File: src/rtl/do_hall_pkg.sv
// Shared Hall-sequence definitions for the multi-channel DO Hall generator.
// Table literals are written {A,B,C}; the HALL_BIT_* constants place them on the bus.
package do_hall_pkg;

  localparam int HALL_BIT_A = 2;
  localparam int HALL_BIT_B = 1;
  localparam int HALL_BIT_C = 0;

  localparam logic [2:0] IDX_MAX = 3'd5;

  typedef enum logic [2:0] {
    IDX_0 = 3'd0,
    IDX_1 = 3'd1,
    IDX_2 = 3'd2,
    IDX_3 = 3'd3,
    IDX_4 = 3'd4,
    IDX_5 = 3'd5
  } hall_idx_e;

  localparam logic [2:0] HALL_SEQ_120 [6] = '{3'b100, 3'b110, 3'b010, 3'b011, 3'b001, 3'b101};
  localparam logic [2:0] HALL_SEQ_60  [6] = '{3'b000, 3'b100, 3'b110, 3'b111, 3'b011, 3'b001};

  function automatic logic [2:0] hall_lookup(input hall_idx_e idx, input logic phase120);
    logic [2:0] code;
    logic [2:0] out;
    code = 3'b000;
    if (idx <= IDX_MAX) begin
      code = phase120 ? HALL_SEQ_120[idx] : HALL_SEQ_60[idx];
    end
    out = 3'b000;
    out[HALL_BIT_A] = code[2];
    out[HALL_BIT_B] = code[1];
    out[HALL_BIT_C] = code[0];
    return out;
  endfunction

  // Modulo-6 walk; anything outside 0..5 lands on IDX_0.
  function automatic hall_idx_e idx_advance(input hall_idx_e idx, input logic fwd);
    hall_idx_e nxt;
    case (idx)
      IDX_0:   nxt = fwd ? IDX_1 : IDX_5;
      IDX_1:   nxt = fwd ? IDX_2 : IDX_0;
      IDX_2:   nxt = fwd ? IDX_3 : IDX_1;
      IDX_3:   nxt = fwd ? IDX_4 : IDX_2;
      IDX_4:   nxt = fwd ? IDX_5 : IDX_3;
      IDX_5:   nxt = fwd ? IDX_0 : IDX_4;
      default: nxt = IDX_0;
    endcase
    return nxt;
  endfunction

endpackage

File: src/rtl/do_hall_chan.sv
// One Hall channel: prescaled step timer, six-state index, shadowed period reload,
// wrapping position counter and registered {A,B,C} output.
module do_hall_chan
  import do_hall_pkg::*;
#(
  parameter int PW   = 32,
  parameter int POSW = 16
) (
  input  logic            clk_i,
  input  logic            rst_i,
  input  logic [PW-1:0]   period_i,
  input  logic            load_i,
  input  logic            en_i,
  input  logic            dir_i,
  input  logic            phase_i,
  output logic [2:0]      hall_o,
  output logic            step_o,
  output logic [POSW-1:0] pos_o
);

  logic [PW-1:0]   shadow_q, shadow_d;
  logic [PW-1:0]   active_q, active_d;
  logic [PW-1:0]   presc_q,  presc_d;
  hall_idx_e       idx_q,    idx_d;
  logic            started_q, started_d;
  logic [2:0]      hall_q,   hall_d;
  logic            step_q,   step_d;
  logic [POSW-1:0] pos_q,    pos_d;
  logic            step_evt;

  // A load on the step edge bypasses the shadow so it governs the very next interval.
  always_comb begin
    step_evt  = en_i && (presc_q == active_q);
    shadow_d  = load_i ? period_i : shadow_q;
    active_d  = active_q;
    presc_d   = presc_q;
    idx_d     = idx_q;
    pos_d     = pos_q;

    if (step_evt || !en_i) begin
      active_d = shadow_d;
    end

    if (!en_i || step_evt) begin
      presc_d = '0;
    end else begin
      presc_d = presc_q + PW'(1);
    end

    if (idx_q > IDX_MAX) begin
      idx_d = IDX_0;
    end else if (step_evt) begin
      idx_d = idx_advance(idx_q, dir_i);
    end

    if (step_evt) begin
      pos_d = dir_i ? (pos_q + POSW'(1)) : (pos_q - POSW'(1));
    end

    started_d = started_q | step_evt;
    hall_d    = started_d ? hall_lookup(idx_d, phase_i) : 3'b000;
    step_d    = step_evt;
  end

  always_ff @(posedge clk_i) begin
    if (rst_i) begin
      shadow_q  <= '0;
      active_q  <= '0;
      presc_q   <= '0;
      idx_q     <= IDX_0;
      started_q <= 1'b0;
      hall_q    <= 3'b000;
      step_q    <= 1'b0;
      pos_q     <= '0;
    end else begin
      shadow_q  <= shadow_d;
      active_q  <= active_d;
      presc_q   <= presc_d;
      idx_q     <= idx_d;
      started_q <= started_d;
      hall_q    <= hall_d;
      step_q    <= step_d;
      pos_q     <= pos_d;
    end
  end

  assign hall_o = hall_q;
  assign step_o = step_q;
  assign pos_o  = pos_q;

endmodule

File: src/rtl/do_hall_multi.sv
// NUM_CH independent Hall output channels between the DSP registers and the DO pin mux.
// Channel k occupies slice k of every bus.
module do_hall_multi #(
  parameter int NUM_CH = 3,
  parameter int PW     = 32,
  parameter int POSW   = 16
) (
  input  logic                   xclk,
  input  logic                   reset,
  input  logic [NUM_CH*PW-1:0]   period_in,
  input  logic [NUM_CH-1:0]      period_load,
  input  logic [NUM_CH-1:0]      ch_en,
  input  logic [NUM_CH-1:0]      hall_dir,
  input  logic [NUM_CH-1:0]      hall_phase,
  output logic [NUM_CH*3-1:0]    hall_out,
  output logic [NUM_CH-1:0]      step_pulse,
  output logic [NUM_CH*POSW-1:0] pos_count
);

  for (genvar k = 0; k < NUM_CH; k++) begin : g_ch
    do_hall_chan #(
      .PW   (PW),
      .POSW (POSW)
    ) u_chan (
      .clk_i    (xclk),
      .rst_i    (reset),
      .period_i (period_in[k*PW +: PW]),
      .load_i   (period_load[k]),
      .en_i     (ch_en[k]),
      .dir_i    (hall_dir[k]),
      .phase_i  (hall_phase[k]),
      .hall_o   (hall_out[k*3 +: 3]),
      .step_o   (step_pulse[k]),
      .pos_o    (pos_count[k*POSW +: POSW])
    );
  end

endmodule

File: config.mk
export PLATFORM = sky130hd
export DESIGN_NAME = do_hall_multi
export DESIGN_NICKNAME = d
export VERILOG_FILES = /design/src/rtl/do_hall_pkg.sv /design/src/rtl/do_hall_chan.sv /design/src/rtl/do_hall_multi.sv
export SDC_FILE = /design/constraint.sdc
export NUM_CORES = 1
export LEC_CHECK = 0
export CAP_MARGIN = 20
export CORE_MARGIN = 1
export CORE_UTILIZATION = 62
export CTS_BUF_LIST = sky130_fd_sc_hd__clkbuf_2
export DETAILED_ROUTE_END_ITERATION = 16
export GPL_ROUTABILITY_DRIVEN = 0
export PLACE_DENSITY = 0.89
export SLEW_MARGIN = 20
export SYNTH_ARGS = -nofsm -noshare
export SYNTH_HDL_FRONTEND = slang
export SYNTH_HIERARCHICAL = 1
export SYNTH_SLANG_ARGS = --single-unit
File: constraint.sdc
create_clock -name xclk -period 7.2 [get_ports xclk]
set_input_delay 1.44 -clock xclk [delete_from_list [all_inputs] [get_ports xclk]]
set_output_delay 1.44 -clock xclk [all_outputs]
set_load 0.01 [all_outputs]
Word level (Yosys, flattened, before mapping). Memories as Yosys holds them, arrays and structs flattened. Index checks and enable logic that the tools add are counted.

Memory bits (writable): 0. Output and inout bits: 60. Register bits: 360. Memories kept: 6. Input bits: 110. Latch bits: 0. Memory bits (read-only): 144.

Memory list: (no name shown) (depth 8, width 3, read ports 1, clocked after memory_dff 0, wr ports 0, line do_hall_pkg.sv:28) `code = phase120 ? HALL_SEQ_120[idx] : HALL_SEQ_60[idx];`; (no name shown) (depth 8, width 3, read ports 1, clocked after memory_dff 0, wr ports 0, line do_hall_pkg.sv:28); (no name shown) (depth 8, width 3, read ports 1, clocked after memory_dff 0, wr ports 0, line do_hall_pkg.sv:28); (no name shown) (depth 8, width 3, read ports 1, clocked after memory_dff 0, wr ports 0, line do_hall_pkg.sv:28); (no name shown) (depth 8, width 3, read ports 1, clocked after memory_dff 0, wr ports 0, line do_hall_pkg.sv:28); (no name shown) (depth 8, width 3, read ports 1, clocked after memory_dff 0, wr ports 0, line do_hall_pkg.sv:28).

$lt $le $gt $ge: 9. Multiply operators: 0. Divide/modulo/power cells: 0. Mux-type cells: 48. Shift operators: 0. Reductions and logical operators: 18. Add/subtract/negate cells: 9. Bitwise gates (word level): 12. Equality and inequality tests: 18.

Operators by type and width (count): two-way mux 3 bit (33); adder 32 x 1 -> 32 bit (second input constant) (3); == test 32 bit (3); two-way mux 32 bit (3); one-hot mux 3 bit (6 select lines) (3); adder 16 x 1 -> 16 bit (second input constant) (3); two-way mux 16 bit (3); subtractor 16 x 1 -> 16 bit (second input constant) (3); == test 3 x 2 -> 1 bit (second input constant) (6); == test 3 bit (second input constant) (6); >= comparator 4 bit (second input constant) (3); two-way mux 2 bit (6); NOT 3 -> 4 bit (3); == test 3 x 1 -> 1 bit (second input constant) (3); greater-than comparator 3 bit (second input constant) (3); <= comparator 3 bit (second input constant) (3); logical NOT 3 bit (3); OR reduction 3 bit (3); NOT 1 bit (6); OR reduction 2 bit (3); logical AND 1 bit (3); logical NOT 1 bit (3); logical OR 1 bit (3); bitwise OR 1 bit (3).

Depth between registers and ports, before layout.
Depth in word-level cells: 9. Mapped depth: 11. Mapped depth without buffers: 10.

By module. Netlist, hierarchy kept.

Modules (own cells, without submodules): do_hall_chan at g_ch[1].u_chan ... (seq. area each 2402.3 sq um, instances 2, cells each 585, area each 5504.0 sq um); do_hall_chan at g_ch[0].u_chan (seq. area each 2402.3 sq um, instances 1, cells each 589, area each 5437.7 sq um).

Worst setup path after synthesis. OpenSTA, ideal clock, no wires.

Kind: input to register. Start: input hall_dir[0]. End: register g_ch[0].u_chan.pos_q[15]. Setup time: 71 ps. Stages on the path: 11. Setup slack: 3356 ps. Arrival time: 3773 ps. Buffers on the path: 1. Path through: inv_1 -> ha_1 -> buf_6 -> a21o_1 -> a2111o_1 -> a21oi_2 -> o31ai_1 -> o41ai_2 -> xnor2_1 -> or3_1 -> a21oi_1.

Longest elaborated chain between the ends: 1.

Ends and longest elaborated chain: from (decl) (line do_hall_multi.sv:13) `input logic [NUM_CH-1:0] hall_dir,`; two-way mux 16 bit (line do_hall_chan.sv:57) `pos_d = dir_i ? (pos_q + POSW'(1)) : (pos_q - POSW'(1));`; to (signal assigned) (line do_hall_chan.sv:83) `pos_q <= pos_d;`; to (decl) (line do_hall_chan.sv:28) `logic [POSW-1:0] pos_q, pos_d;`.

No other way between the ends. A chain may end at the register's enable or synchronous reset.

Worst setup path after layout. Same ends and word-level chain as after synthesis.

==> reports/metrics.yaml <==
vdd_drop_max_mv: 0.1491
std_cell_rows: 59
io_pins: 170
via_count: 13160
seqCellArea_um2: 7207
finClkSkew_ns: 0.07144
slowest_delay_ns: 0.75
grt-ovfl-total: 0
relSlewSlack_pct: 34.17
grt_pass1_vias: 12630
initialDrtViolationCount: 756
power_frac_seq_pct: 56.1
grt_use_total_pct: 25.46
first_pass_iters: 5
port_buffers: 169
cts_buffers: 88
grt_use_met1_pct: 30.98
synth_area_um2: 16450
syn-mean-instance-area_um2: 9.350
max-clock-path-buffers: 3
antenna_found_initial: 2
cts_sinks: 360
cp.arrival_ns: 4.90
cp-end-kind: "register"
criticalPathCategory: "primary input to register"
cp_cell_sequence: "clkdlybuf4s50_1 > inv_1 > ha_1 > a21o_1 > a2111o_1 > a21oi_2 > o31ai_1 > o41ai_2 > xnor2_1 > or3_1 > a21oi_1"
synthArstFlopShare_pct: 0
timing.max_cap.violations: 0
yosysWarnings: 6
wirelength_um: 34780
critical_path.max_fanout: 17
worstSetupStartpointType: "primary input"
ys.flop_type: "dfxtp_1"
power_mw: 3.772
use_met3_pct: 4.068
syn2layout_area_growth_pct: 15.70
utilization_pct: 73.02
htree_num_levels: 3
power.internal_mw: 2.765
setup_tns_ns: 0
hold_class: "register to register"
crit_slowest_cell: "clkdlybuf4s50_1"
die-area_um2: 27180
use_met2_pct: 44.04
switching_share_pct: 26.70
syn_nets: 1917
start_util_pct: 63.11
switching_power_mw: 1.007
path_delay_family: "compound AO/OA/AOI/OAI gates"
synthCells: 1759
synth_cell_types: 54
max_freq_ghz: 0.2420
ys_seq_area_share_pct: 43.82
core_um2: 26060
grt_max_degree: 96
postRouteAntennaNets: 0
worst_pin_slew_ns: 0.9875
min_from: "g_ch[2].u_chan/started_q"
worstSkewPairLatency_ns: 0.87
status: "finished clean"
cp_data_required_time_ns: 7.96
layout_min_cycle_time_ns: 4.132
clock_power_share_pct: 34.5
setup_violations: 0
hpwl_um: 23950
wire_per_inst_um: 14.89
p_comb_share_pct: 9.3
drv_slew: 0
cts_root_buf: "clkbuf_2"
hold_violations: 0
n_fill_cell: 1852
cts_tree: "done"
grt.busiest_layer: "met2"
synth-edff-count: 0
cp.buffers_inverters: 2
path_clk_slew_ns: 0.09
hold_ws_ns: 0.4856
p_per_area_nw_per_um2: 198.2
die_h_um: 164.9
nNetsFinal: 2094
post_cts_buffers: 0
die_w_um: 164.9
avgViaCountPerCell: 5.633
drive_above_1_share_pct: 9.705
leakagePower_nw: 7.891
holdBufCountCts: 0
drc_errors: 0
grt_pass1_wl_um: 57070
cts-resized-gates: 0
rr_startpoint: "g_ch[2].u_chan/presc_q[15]"
rsz0062_at_grt: "false"
ys_ff_latch: 360
multi_input_area_um2: 8752
final.period_utilization_pct: 57.38
crit_start: "hall_dir[0]"
## power groups by stage
stage / combinational, mW / sequential (mW) / clock (mW)
finish: 0.352 / 2.12 / 1.30
global route: 0.386 / 2.13 / 1.44
CTS: 0.353 / 2.12 / 1.34
detailed placement: 0.350 / 2.16 / 0
global placement: 0.337 / 2.16 / 0
floorplan: 0.239 / 2.15 / 0
## per-stage QoR
stage / setup slack [ns] / cells / cell area [µm²]
after floorplan: 3.356 / 1759 / 16450
after global placement: 2.393 / 2181 / 18250
after detailed placement: 2.285 / 2181 / 18250
after CTS: 3.198 / 2334 / 19020
after global routing: 2.982 / 2336 / 19030
final: 3.069 / 2336 / 19030
## cell families after synthesis
kind of cell,share of synthesized area [%]
and+or+nand+nor,16.75
xor gates and xnor gates,11.90
adders and majority gates,3.789
muxes,7.745
AOI/OAI and AO/OA,12.96
buffers and inverters,3.036
DFF,43.82
## final cells by class
cell class	count	share of cell area, %
clock inverters	23	0.6312
repair buffers	176	9.140
diodes	2	0.02630
well taps	335	2.203
multi-input cells	1274	46.00
clock buffers	130	3.419
flip-flops and latches	360	37.87
inverters	36	0.7102
## path summary, 6_finish.rpt
path	slack, ns	cells after the start	to
max reg2reg	4.24	8	g_ch[2].u_chan/presc_q[18]
min	0.49	2	g_ch[2].u_chan/started_q
min reg2reg	0.49	2	g_ch[2].u_chan/started_q
max	3.07	11	g_ch[0].u_chan/pos_o[15]
## flip-flops by register name (all words and copies together), names as in the netlist
| register | count |
|---|---|
| g_ch.u_chan/pos_o | 48 |
| g_ch.u_chan/step_o | 3 |
| g_ch.u_chan/started_q | 3 |
| g_ch.u_chan/idx_q | 9 |
| g_ch.u_chan/presc_q | 96 |
| g_ch.u_chan/shadow_q | 96 |
| g_ch.u_chan/hall_o | 9 |
| g_ch.u_chan/active_q | 96 |
## layout by cell type (no fill, tap or decap), types with 55 or more instances in the layout
master,netlist,final
xor2_1,59,59
nand2_1,57,55
a21oi_1,69,69
clkdlybuf4s50_1,0,165
o22a_1,96,96
mux2i_1,125,125
nor2_1,309,306
xnor2_1,157,157
clkbuf_2,0,130
dfxtp_1,360,360
## worst register-to-register path, cell delays in order, from the launching register on
cell	delay, ns
dfxtp_1	0.35
xnor2_1	0.24
nand4_1	0.22
nor4_4	0.38
nand3_1	0.11
nand2_1	0.41
buf_4	0.37
or2_2	0.56
nor2_1	0.12
## cells in the mapped netlist (4+ instances only)
library cell,instances,share of area [%]
dfxtp_1,360,44
nor2_1,309,7.1
xnor2_1,157,8.4
mux2i_1,125,7.6
o22a_1,96,5.1
a21oi_1,69,2.1
clkbuf_1,60,1.4
xor2_1,59,3.1
nand2_1,57,1.3
nand3_1,49,1.5
nand4_1,47,1.8
ha_1,45,3.4
o21ai_0,40,1.2
inv_1,36,0.82
nor3_1,21,0.64
a211oi_1,19,0.87
buf_2,18,0.55
or3_1,17,0.65
a31oi_1,16,0.61
and3_1,16,0.61
a21o_1,14,0.64
and2_1,12,0.46
buf_1,10,0.23
o21bai_1,10,0.46
nand2b_1,9,0.34
or2_2,9,0.34
o31ai_1,8,0.37
o21a_1,6,0.27
a21oi_2,4,0.21
nor4_1,4,0.15
nor4_2,4,0.30
nor4_4,4,0.52
o211ai_1,4,0.18
o21ai_1,4,0.12
xnor2_2,4,0.40
## routing by layer
metal / share of wire [%] / up-vias / wire (µm)
met2: 50 / 340 / 17240
li1: - / 6536 / -
met3: 4.1 / 80 / 1417
met4: 2.8 / 0 / 968
met5: 0 / - / 0
met1: 44 / 6203 / 15150
No activity file was read; power rests on OpenSTA's default activity.
